### config.mk
export PLATFORM = sky130hd
export DESIGN_NAME = act_mem_access_arbiter
export DESIGN_NICKNAME = d
export VERILOG_FILES = /design/src/rtl/act_mem_access_arbiter.sv
export SDC_FILE = /design/constraint.sdc
export NUM_CORES = 2
export LEC_CHECK = 0
export BUFFER_PORTS_ARGS = -buffer_cell sky130_fd_sc_hd__buf_2
export CORE_AREA = 2 2 437 439
export DETAILED_ROUTE_END_ITERATION = 7
export DIE_AREA = 0 0 439 441
export GPL_TIMING_DRIVEN = 1
export PLACE_DENSITY_LB_ADDON = 0.3
export SETUP_SLACK_MARGIN = 0.1
export SLEW_MARGIN = 20
export SYNTH_ARGS = -nofsm -noshare
export SYNTH_HDL_FRONTEND = slang
export SYNTH_SLANG_ARGS = --single-unit
### constraint.sdc
create_clock -name clk_i -period 16.85 [get_ports clk_i]
set_clock_uncertainty 0.05 [all_clocks]
set_input_delay 2.5275 -clock clk_i [delete_from_list [all_inputs] [get_ports clk_i]]
set_output_delay 2.5275 -clock clk_i [all_outputs]
set_load 0.02 [all_outputs]
### src/rtl/act_mem_access_arbiter.sv
// act_mem_access_arbiter: fixed-priority N-source arbiter for the activation memory with TCN ring encoding, tagged read return and mirror FIFO; ACT_ARB_RAW_FWD_EN adds same-cycle RAW forwarding
module act_mem_access_arbiter #(
    parameter int N_SRC          = 3,
    parameter int ADDR_W         = 16,
    parameter int DATA_W         = 8,
    parameter int N_LANES        = 16,
    parameter int RD_LATENCY     = 1,
    parameter int OUT_FIFO_DEPTH = 4,
    localparam int SRC_W         = (N_SRC > 1) ? $clog2(N_SRC) : 1,
    localparam int W             = N_LANES * DATA_W
) (
    input  logic                    clk_i,
    input  logic                    reset_i,
    input  logic [N_SRC-1:0]        src_rd_en_i,
    input  logic [N_SRC*ADDR_W-1:0] src_rd_addr_i,
    input  logic [N_SRC-1:0]        src_wr_en_i,
    input  logic [N_SRC*ADDR_W-1:0] src_wr_addr_i,
    input  logic [N_SRC*W-1:0]      src_wr_data_i,
    output logic [N_SRC-1:0]        src_rd_gnt_o,
    output logic [N_SRC-1:0]        src_wr_gnt_o,
    input  logic                    fifo_tcn_active_i,
    input  logic [ADDR_W-1:0]       fifo_tcn_block_size_i,
    input  logic [ADDR_W-1:0]       fifo_tcn_total_blocks_i,
    input  logic [ADDR_W-1:0]       fifo_tcn_offset_i,
    input  logic                    fifo_tcn_update_pointer_i,
    output logic                    mem_rd_en_o,
    output logic [ADDR_W-1:0]       mem_rd_addr_o,
    output logic                    mem_wr_en_o,
    output logic [ADDR_W-1:0]       mem_wr_addr_o,
    output logic [W-1:0]            mem_wr_data_o,
    input  logic [W-1:0]            mem_rd_data_i,
    output logic                    rd_valid_o,
    output logic [SRC_W-1:0]        rd_src_o,
    output logic [W-1:0]            rd_data_o,
    output logic                    out_valid_o,
    input  logic                    out_ready_i,
    output logic [31:0]             out_addr_o,
    output logic [W-1:0]            out_data_o,
    output logic                    out_overflow_o
);
    localparam int PTR_W = $clog2(OUT_FIFO_DEPTH);
    localparam int CNT_W = PTR_W + 1;

    function automatic logic [ADDR_W-1:0] tcn_enc(input logic [ADDR_W-1:0] a, input logic act,
                                                  input logic [ADDR_W-1:0] off, input logic [ADDR_W:0] ring,
                                                  input logic [ADDR_W:0] base);
        logic [ADDR_W:0] rel;
        logic [ADDR_W:0] phys;
        rel = {1'b0, a} - {1'b0, off} + base;
        if (rel >= ring) rel = rel - ring;
        phys = {1'b0, off} + rel;
        return (act && ring != '0 && a >= off && {1'b0, a} < {1'b0, off} + ring) ? phys[ADDR_W-1:0] : a;
    endfunction

    logic [ADDR_W-1:0] rd_addr_sel, wr_addr_sel, mem_rd_addr_d, mem_wr_addr_d;
    logic [W-1:0]      wr_data_sel;
    logic [SRC_W-1:0]  rd_src_sel;
    logic [ADDR_W:0]   ring, base_sum, base_d, base_q;
    logic              mem_rd_en_q, mem_wr_en_q;
    logic [ADDR_W-1:0] mem_rd_addr_q, mem_wr_addr_q;
    logic [W-1:0]      mem_wr_data_q;
    logic [SRC_W-1:0]  mem_rd_src_q;

    assign src_rd_gnt_o = src_rd_en_i & (~src_rd_en_i + N_SRC'(1));
    assign src_wr_gnt_o = src_wr_en_i & (~src_wr_en_i + N_SRC'(1));

    // winner mux, ring base advance and physical address encoding
    always_comb begin
        rd_addr_sel = '0;
        wr_addr_sel = '0;
        wr_data_sel = '0;
        rd_src_sel  = '0;
        for (int i = 0; i < N_SRC; i++) begin
            if (src_rd_gnt_o[i]) begin
                rd_addr_sel = src_rd_addr_i[i*ADDR_W +: ADDR_W];
                rd_src_sel  = SRC_W'(i);
            end
            if (src_wr_gnt_o[i]) begin
                wr_addr_sel = src_wr_addr_i[i*ADDR_W +: ADDR_W];
                wr_data_sel = src_wr_data_i[i*W +: W];
            end
        end
        ring          = {1'b0, fifo_tcn_block_size_i} * {1'b0, fifo_tcn_total_blocks_i};
        base_sum      = base_q + {1'b0, fifo_tcn_block_size_i};
        base_d        = fifo_tcn_update_pointer_i ? ((base_sum >= ring) ? '0 : base_sum) : base_q;
        mem_rd_addr_d = tcn_enc(rd_addr_sel, fifo_tcn_active_i, fifo_tcn_offset_i, ring, base_q);
        mem_wr_addr_d = tcn_enc(wr_addr_sel, fifo_tcn_active_i, fifo_tcn_offset_i, ring, base_q);
    end

    // registered memory request ports and ring base pointer
    always_ff @(posedge clk_i) begin
        if (reset_i) begin
            mem_rd_en_q   <= 1'b0;
            mem_rd_addr_q <= '0;
            mem_rd_src_q  <= '0;
            mem_wr_en_q   <= 1'b0;
            mem_wr_addr_q <= '0;
            mem_wr_data_q <= '0;
            base_q        <= '0;
        end else begin
            mem_rd_en_q   <= |src_rd_gnt_o;
            mem_rd_addr_q <= mem_rd_addr_d;
            mem_rd_src_q  <= rd_src_sel;
            mem_wr_en_q   <= |src_wr_gnt_o;
            mem_wr_addr_q <= mem_wr_addr_d;
            mem_wr_data_q <= wr_data_sel;
            base_q        <= base_d;
        end
    end

    assign mem_rd_en_o   = mem_rd_en_q;
    assign mem_rd_addr_o = mem_rd_addr_q;
    assign mem_wr_en_o   = mem_wr_en_q;
    assign mem_wr_addr_o = mem_wr_addr_q;
    assign mem_wr_data_o = mem_wr_data_q;

    logic [RD_LATENCY-1:0] vld_q;
    logic [SRC_W-1:0]      tag_q [RD_LATENCY];

    // valid/tag shift register tracking reads through the memory latency
    always_ff @(posedge clk_i) begin
        if (reset_i) begin
            vld_q <= '0;
            for (int i = 0; i < RD_LATENCY; i++) tag_q[i] <= '0;
        end else begin
            vld_q[0] <= mem_rd_en_q;
            tag_q[0] <= mem_rd_src_q;
            for (int i = 1; i < RD_LATENCY; i++) begin
                vld_q[i] <= vld_q[i-1];
                tag_q[i] <= tag_q[i-1];
            end
        end
    end

    assign rd_valid_o = vld_q[RD_LATENCY-1];
    assign rd_src_o   = vld_q[RD_LATENCY-1] ? tag_q[RD_LATENCY-1] : '0;

`ifdef ACT_ARB_RAW_FWD_EN
    logic [RD_LATENCY-1:0] fwd_q;
    logic [W-1:0]          fwd_data_q [RD_LATENCY];

    // carry same-address write data alongside the read so it replaces the memory word
    always_ff @(posedge clk_i) begin
        if (reset_i) begin
            fwd_q <= '0;
            for (int i = 0; i < RD_LATENCY; i++) fwd_data_q[i] <= '0;
        end else begin
            fwd_q[0]      <= mem_rd_en_q && mem_wr_en_q && (mem_rd_addr_q == mem_wr_addr_q);
            fwd_data_q[0] <= mem_wr_data_q;
            for (int i = 1; i < RD_LATENCY; i++) begin
                fwd_q[i]      <= fwd_q[i-1];
                fwd_data_q[i] <= fwd_data_q[i-1];
            end
        end
    end

    assign rd_data_o = !vld_q[RD_LATENCY-1] ? '0 :
                       fwd_q[RD_LATENCY-1] ? fwd_data_q[RD_LATENCY-1] : mem_rd_data_i;
`else
    assign rd_data_o = vld_q[RD_LATENCY-1] ? mem_rd_data_i : '0;
`endif

    logic [ADDR_W+W-1:0] fifo_q [OUT_FIFO_DEPTH];
    logic [ADDR_W+W-1:0] head;
    logic [PTR_W-1:0]    wp_q, rp_q;
    logic [CNT_W-1:0]    cnt_q;
    logic                ovf_q, full, empty, pop, push_ok;

    assign full    = cnt_q == CNT_W'(OUT_FIFO_DEPTH);
    assign empty   = cnt_q == '0;
    assign pop     = !empty && out_ready_i;
    assign push_ok = mem_wr_en_q && (!full || pop);
    assign head    = fifo_q[rp_q];

    // mirror FIFO of issued writes; a push into a full FIFO without a pop is dropped and flagged
    always_ff @(posedge clk_i) begin
        if (reset_i) begin
            wp_q  <= '0;
            rp_q  <= '0;
            cnt_q <= '0;
            ovf_q <= 1'b0;
        end else begin
            if (push_ok) begin
                fifo_q[wp_q] <= {mem_wr_addr_q, mem_wr_data_q};
                wp_q         <= wp_q + PTR_W'(1);
            end
            if (pop) rp_q <= rp_q + PTR_W'(1);
            cnt_q <= cnt_q + CNT_W'(push_ok) - CNT_W'(pop);
            if (mem_wr_en_q && !push_ok) ovf_q <= 1'b1;
        end
    end

    assign out_valid_o    = !empty;
    assign out_addr_o     = empty ? '0 : 32'(head[ADDR_W+W-1 -: ADDR_W]);
    assign out_data_o     = empty ? '0 : head[W-1:0];
    assign out_overflow_o = ovf_q;
endmodule

Yosys cells after proc, flatten, opt, wreduce, memory -nomap -nowiden --
Memory sizes are Yosys's and may differ from the RTL's. A register that Yosys moved wholly into a read port is not among the register bits. Cells that the tools add are included.
Operators by class: add/sub/neg operators 16, multiply operators 1, magnitude comparators 7, equal/unequal tests 1, mux-type cells 30, bitwise logic cells 4, reductions and logical operators 18
Operator list (count):
- 128-bit 2-to-1 mux | 5
- 16-bit 2-to-1 mux | 11
- 17-bit >= comparator | 3
- 17-bit adder | 2
- 16-bit by 17-bit less-than comparator with 1-bit output | 2
- 16-bit by 16-bit subtractor with 17-bit output | 2
- 16-bit adder | 2
- 16-bit >= comparator | 2
- 16-bit subtractor | 2
- 16-bit by 17-bit adder with 17-bit output | 1
- 17-bit by 16-bit adder with 17-bit output | 1
- 16-bit by 16-bit multiplier with 17-bit output | 1
- 17-bit 2-to-1 mux | 1
- 17-bit nonzero test | 1
- 2-bit 2-to-1 mux | 5
- 1-bit logical AND | 8
- 1-bit 2-to-1 mux | 8
- 3-bit by 1-bit adder with 3-bit output (second input constant) | 2
- 3-bit AND | 2
- 3-bit inverter | 2
- 3-bit OR reduction | 2
- 2-bit by 1-bit adder with 2-bit output (second input constant) | 2
- 2-bit OR reduction | 2
- 3-bit by 1-bit adder with 3-bit output | 1
- 5 further kinds | 7
Word-level totals: flip-flop bits (word level) 190, memory bits (writable) 578, input bits 667, logic and storage cells 92, memories kept 2
Memory list:
- fifo_q | depth 4, width 144, read ports 1, clocked after Yosys merged registers in 1, write ports 1, line 163 | logic [ADDR_W+W-1:0] fifo_q [OUT_FIFO_DEPTH];
- tag_q | depth 1, width 2, read ports 1, clocked after Yosys merged registers in 0, write ports 1, line 118 | logic [SRC_W-1:0] tag_q [RD_LATENCY];

Depth between registers and ports, before layout --
depth in word-level cells 12, gate-level depth with buffers 45

Worst setup path before layout --
OpenSTA, ideal clock, no wires.
path type input to register, from input port fifo_tcn_total_blocks_i[1], to register mem_rd_addr_q[14] (netlist: mem_rd_addr_o[14]), arrival time 11.164 ns, required time 16.672 ns, setup slack 5.508 ns, stages 37, path buffers 2, cells stage by stage clkbuf_1 -> nand2_1 -> fa_1 -> fa_1 -> fa_1 -> fa_1 -> inv_1 -> fa_1 -> fa_1 -> ha_1 -> nand2_1 -> nor3_2 -> a21oi_2 -> xnor2_2 -> inv_2 -> ha_1 -> a21o_1 -> a21o_1 -> a21oi_1 -> o31ai_1 -> maj3_2 -> maj3_4 -> buf_6 -> mux2i_1 -> ha_1 -> fa_1 -> a21o_1 -> a21oi_1 -> o21ai_0 -> a31oi_1 -> o21ai_0 -> a21oi_1 -> o211ai_1 -> a21oi_1 -> xnor2_1 -> mux2i_1 -> nor2_1
On the way: word-level cells in the longest chain between the ends 6, elaborated cells on any way between the ends 12
Ends and longest elaborated chain:
- from (decl) | line 23 | input logic [ADDR_W-1:0] fifo_tcn_total_blocks_i,
- 16-bit by 16-bit multiplier with 17-bit output * | line 83 | ring = {1'b0, fifo_tcn_block_size_i} * {1'b0, fifo_tcn_total_blocks_i};
- parallel branches: the longest is 4 deep, another holds 16-bit subtractor
- 16-bit 2-to-1 mux * | line 52 | return (act && ring != '0 && a >= off && {1'b0, a} < {1'b0, off} + ring) ? phys[ADDR_W-1:0] : a;
- to (signal assigned) | line 102 | mem_rd_addr_q <= mem_rd_addr_d;
- to (decl) | line 60 | logic [ADDR_W-1:0] mem_rd_addr_q, mem_wr_addr_q;
Mark *: on every way between the ends. A chain may end at the register's enable or synchronous reset.

Worst setup path in the final report --
Same ends and word-level chain as after synthesis.

==> run summary <==
The run finished with clean final reports. In this run the tightest slew margin relative to its limit is 25.6%. The layer flagged by global routing as most heavily used is met2. Gates resized during post-CTS repair numbered 0.

Remaining global-route overflow: 0. The initial antenna violation count is 92. In this run the clock root is driven by a clkbuf_16. The number of distinct library cells after synthesis came out at 90. The run gives 5865 as the final layout net count.

Counting every sink on the clock net gives 770. In the global route stage, met1 resource usage came out at 23.5%. The critical path in this run is classified as in2reg.

After technology mapping, the gate count stands at 3736. The tools report the TritonCTS buffer count as 82. The tools report the number of buffers added to fix hold violations after cts as 0.

The die is 441 µm tall. The post-synthesis to final-layout area growth was 25.6%. The remaining antenna violation count after routing was 0; the iteration-0 DRC count of the detailed router was 2084. The critical path's most frequent cell is fa_1. The run gives 0 as the max-slew violation count. For this configuration, the core starts out at a cell density of 23.3%. For this run, the leading register cell type out of synthesis is edfxtp_1. The number of setup violations in the final report is 0, and the cell area reported after detailed placement is 52500 µm². Of the cells placed in the final design, the portion with a size suffix greater than 1 is 30.8%. The number of rows in the core area came out at 160. The tools report the number of hold-slack violations in the final timing report as 0.

The minimum setup slack among reg-to-reg paths came out at 8520 ps. The worst endpoint required time is 17350 ps. The worst hold path class is reg2reg.

TritonCTS built the clock tree. Setup repair after global routing left no endpoint under its margin. The placed instance count came out at 7229.

Entering global routing, the biggest net connects 127 pins. For the overall global routing resource usage, the log shows 18.6%. Endpoint arrival time on the critical path: 12110 ps. The kind of start point of the critical path was an input pin. 1128 I/O pins were placed. The finished layout holds 7417 standard cells, fillers aside. The logs give 31.5% for the global routing usage on met2 and 189000 µm² for the area of the core. The tools report the remaining design rule violation count as 0. The floorplan step set the die width to 439 µm. Counting flops with an async set or reset pin after synthesis yields a share of 0%. Cell at the slowest stage of the critical path: fa_1.

At the end of routability-driven placement, the weighted congestion stood at 0.903. Routed via count divided by cell count: 4.60. The number of synthesized register bits is 770. The largest driver fanout on the critical path was 16; the sequential cell area fraction in the yosys report was 48.0%. The CTS clock-pin slew for the worst setup and hold paths came out at 60 ps. Setup total negative slack on the finished layout was measured at 0 ps.

Final-layout fill cell count: 19700. The first TritonRoute pass finished after 7 iterations. The first-pass GRT wire length was 254000 µm. The HPWL after detailed placement is 151000 µm.

The number of synthesized flops with an enable pin was 576; the highest cell delay on the worst timing path was 570 ps. At the pin with the least slew margin, the transition time is 1120 ps. Hold is met by 407 ps. Subtracting the final worst setup slack from the clock period gives 11620 ps. The routed design has 188000 µm of wire. During placement, the flow inserted port buffers numbering 1111. Buffers added to address setup during post-CTS repair amount to 0.

The routing usage on met3 is 4.93%. Across the run, the number of max-cap violations was 0. The maximum level of the CTS H-tree was 3.

The routed wire length per instance was 25.3 µm. Based on the critical path, the design can be clocked at up to 0.0861 GHz. The via count of the first global-routing pass is 33000. Dividing the final minimum period by the clock period gives 68.9%. The number of warnings printed during yosys synthesis came out at 0. Element type at the critical path end: a flop. The total die area was 194000 µm²; the number of vias after detailed routing was 34100.

In this run the cell area of the synthesized design comes to 44100 µm². The clock passes through at most 3 buffers. The mean instance size in the synthesized netlist is 11.8 µm².

The clock reaches the later pin of the worst-skew pair after 700 ps. The run gives 55400 µm² as the finished layout cell area.
## cell families (layout without fill, tap and decap cells)
family | Yosys count | in the layout | share of synthesized area (%)
xor gates and xnor gates | 152 | 152 | 3.21
buffers and inverters | 480 | 1601 | 4.36
AOI/OAI and AO/OA | 684 | 684 | 10.2
and+or+nand+nor | 1047 | 1047 | 11.7
DFF | 770 | 770 | 48.0
muxes | 199 | 199 | 8.74
adders and majority gates | 403 | 403 | 13.7
other | 1 | 50 | 0.00851
## metal layers
layer	share of wire, %	wire [µm]
met5	0.064	121
met2	48	90400
met3	7.9	14800
met4	2.7	5030
met1	41	77500
## stage by stage
stage               util (%)  setup slack (ps)
floorplan                  -              5510
global placement        27.7              4600
detailed placement      27.7              4470
CTS                     29.2              5230
global route            29.2              4590
finish                  29.3              5230
## state kept, by name, indices dropped and copies added, names as in the netlist, named ones only
name            cells
base_q             17
cnt_q               3
fifo_q            576
mem_rd_addr_o      16
mem_rd_en_o         1
mem_rd_src_q        2
mem_wr_addr_o      16
mem_wr_data_o     128
mem_wr_en_o         1
out_overflow_o      1
rd_valid_o          1
rp_q                2
tag_q               2
wp_q                2
## cell type report
| class | instances | area, µm² | share of cell area [%] |
|---|---|---|---|
| Clock buffer | 105 | 2280 | 4.12 |
| Inverter | 281 | 1050 | 1.90 |
| Timing Repair Buffer | 1166 | 6010 | 10.9 |
| Tap cell | 2511 | 3140 | 5.67 |
| Antenna cell | 34 | 85.1 | 0.154 |
| Sequential cell | 770 | 21200 | 38.3 |
| Multi-Input combinational cell | 2501 | 21100 | 38.0 |
| Clock inverter | 49 | 551 | 0.994 |
## cells in the final DEF, fill, tap and decap left out, types with 14 or more instances in the layout
| cell | Yosys | final |
|---|---|---|
| ha_1 | 263 | 263 |
| and3_1 | 14 | 14 |
| nand4_1 | 17 | 17 |
| nand3_1 | 20 | 20 |
| buf_4 | 20 | 54 |
| dfxtp_1 | 194 | 191 |
| nand2_1 | 161 | 161 |
| and2_1 | 353 | 349 |
| a21o_1 | 54 | 54 |
| a22oi_1 | 161 | 161 |
| nor2_1 | 380 | 379 |
| nor3_1 | 30 | 30 |
| a211oi_1 | 15 | 15 |
| o21bai_1 | 16 | 16 |
| a21oi_1 | 232 | 232 |
| o21a_1 | 27 | 27 |
| xor2_1 | 48 | 48 |
| mux4_2 | 144 | 144 |
| inv_1 | 280 | 280 |
| clkinv_2 | 0 | 17 |
| xnor2_1 | 98 | 98 |
| edfxtp_1 | 576 | 576 |
| o21ai_0 | 80 | 78 |
| fa_1 | 133 | 133 |
| clkbuf_16 | 0 | 84 |
| nor2b_1 | 33 | 32 |
| a22o_1 | 15 | 15 |
| buf_2 | 4 | 1108 |
| diode_2 | 0 | 34 |
| mux2i_1 | 32 | 32 |
| conb_1 | 1 | 16 |
## critical path: cells and delay by family
kind,cells,cell delay (ps)
mux,2,300
xor+xnor,2,380
buf+inv,3,500
compound gates,13,2680
simple gates,4,500
fa+ha+maj,12,5170
## synth_stat cells (54+ instances only)
master	number	area share, %
nor2_1	380	3.2
a22oi_1	161	2.7
fa_1	133	6.0
mux4_2	144	7.4
clkbuf_1	130	1.1
and2_1	353	5.0
a21oi_1	232	2.6
o21ai_0	80	0.91
a21o_1	54	0.92
xnor2_1	98	1.9
edfxtp_1	576	39
nand2_1	161	1.4
inv_1	280	2.4
ha_1	263	7.5
dfxtp_1	194	8.8
## worst paths after layout
path                              start  cells past startpoint           endpoint
min reg2reg             mem_rd_src_q[1]                      1        tag_q[0][1]
min                     mem_rd_src_q[1]                      1        tag_q[0][1]
max reg2reg                   base_q[1]                     34  mem_rd_addr_o[14]
max          fifo_tcn_total_blocks_i[1]                     36  mem_rd_addr_o[14]
Power is left out: the tool's default activity adds up to more than one toggle a clock period on the data nets, which glitch-free logic cannot reach.
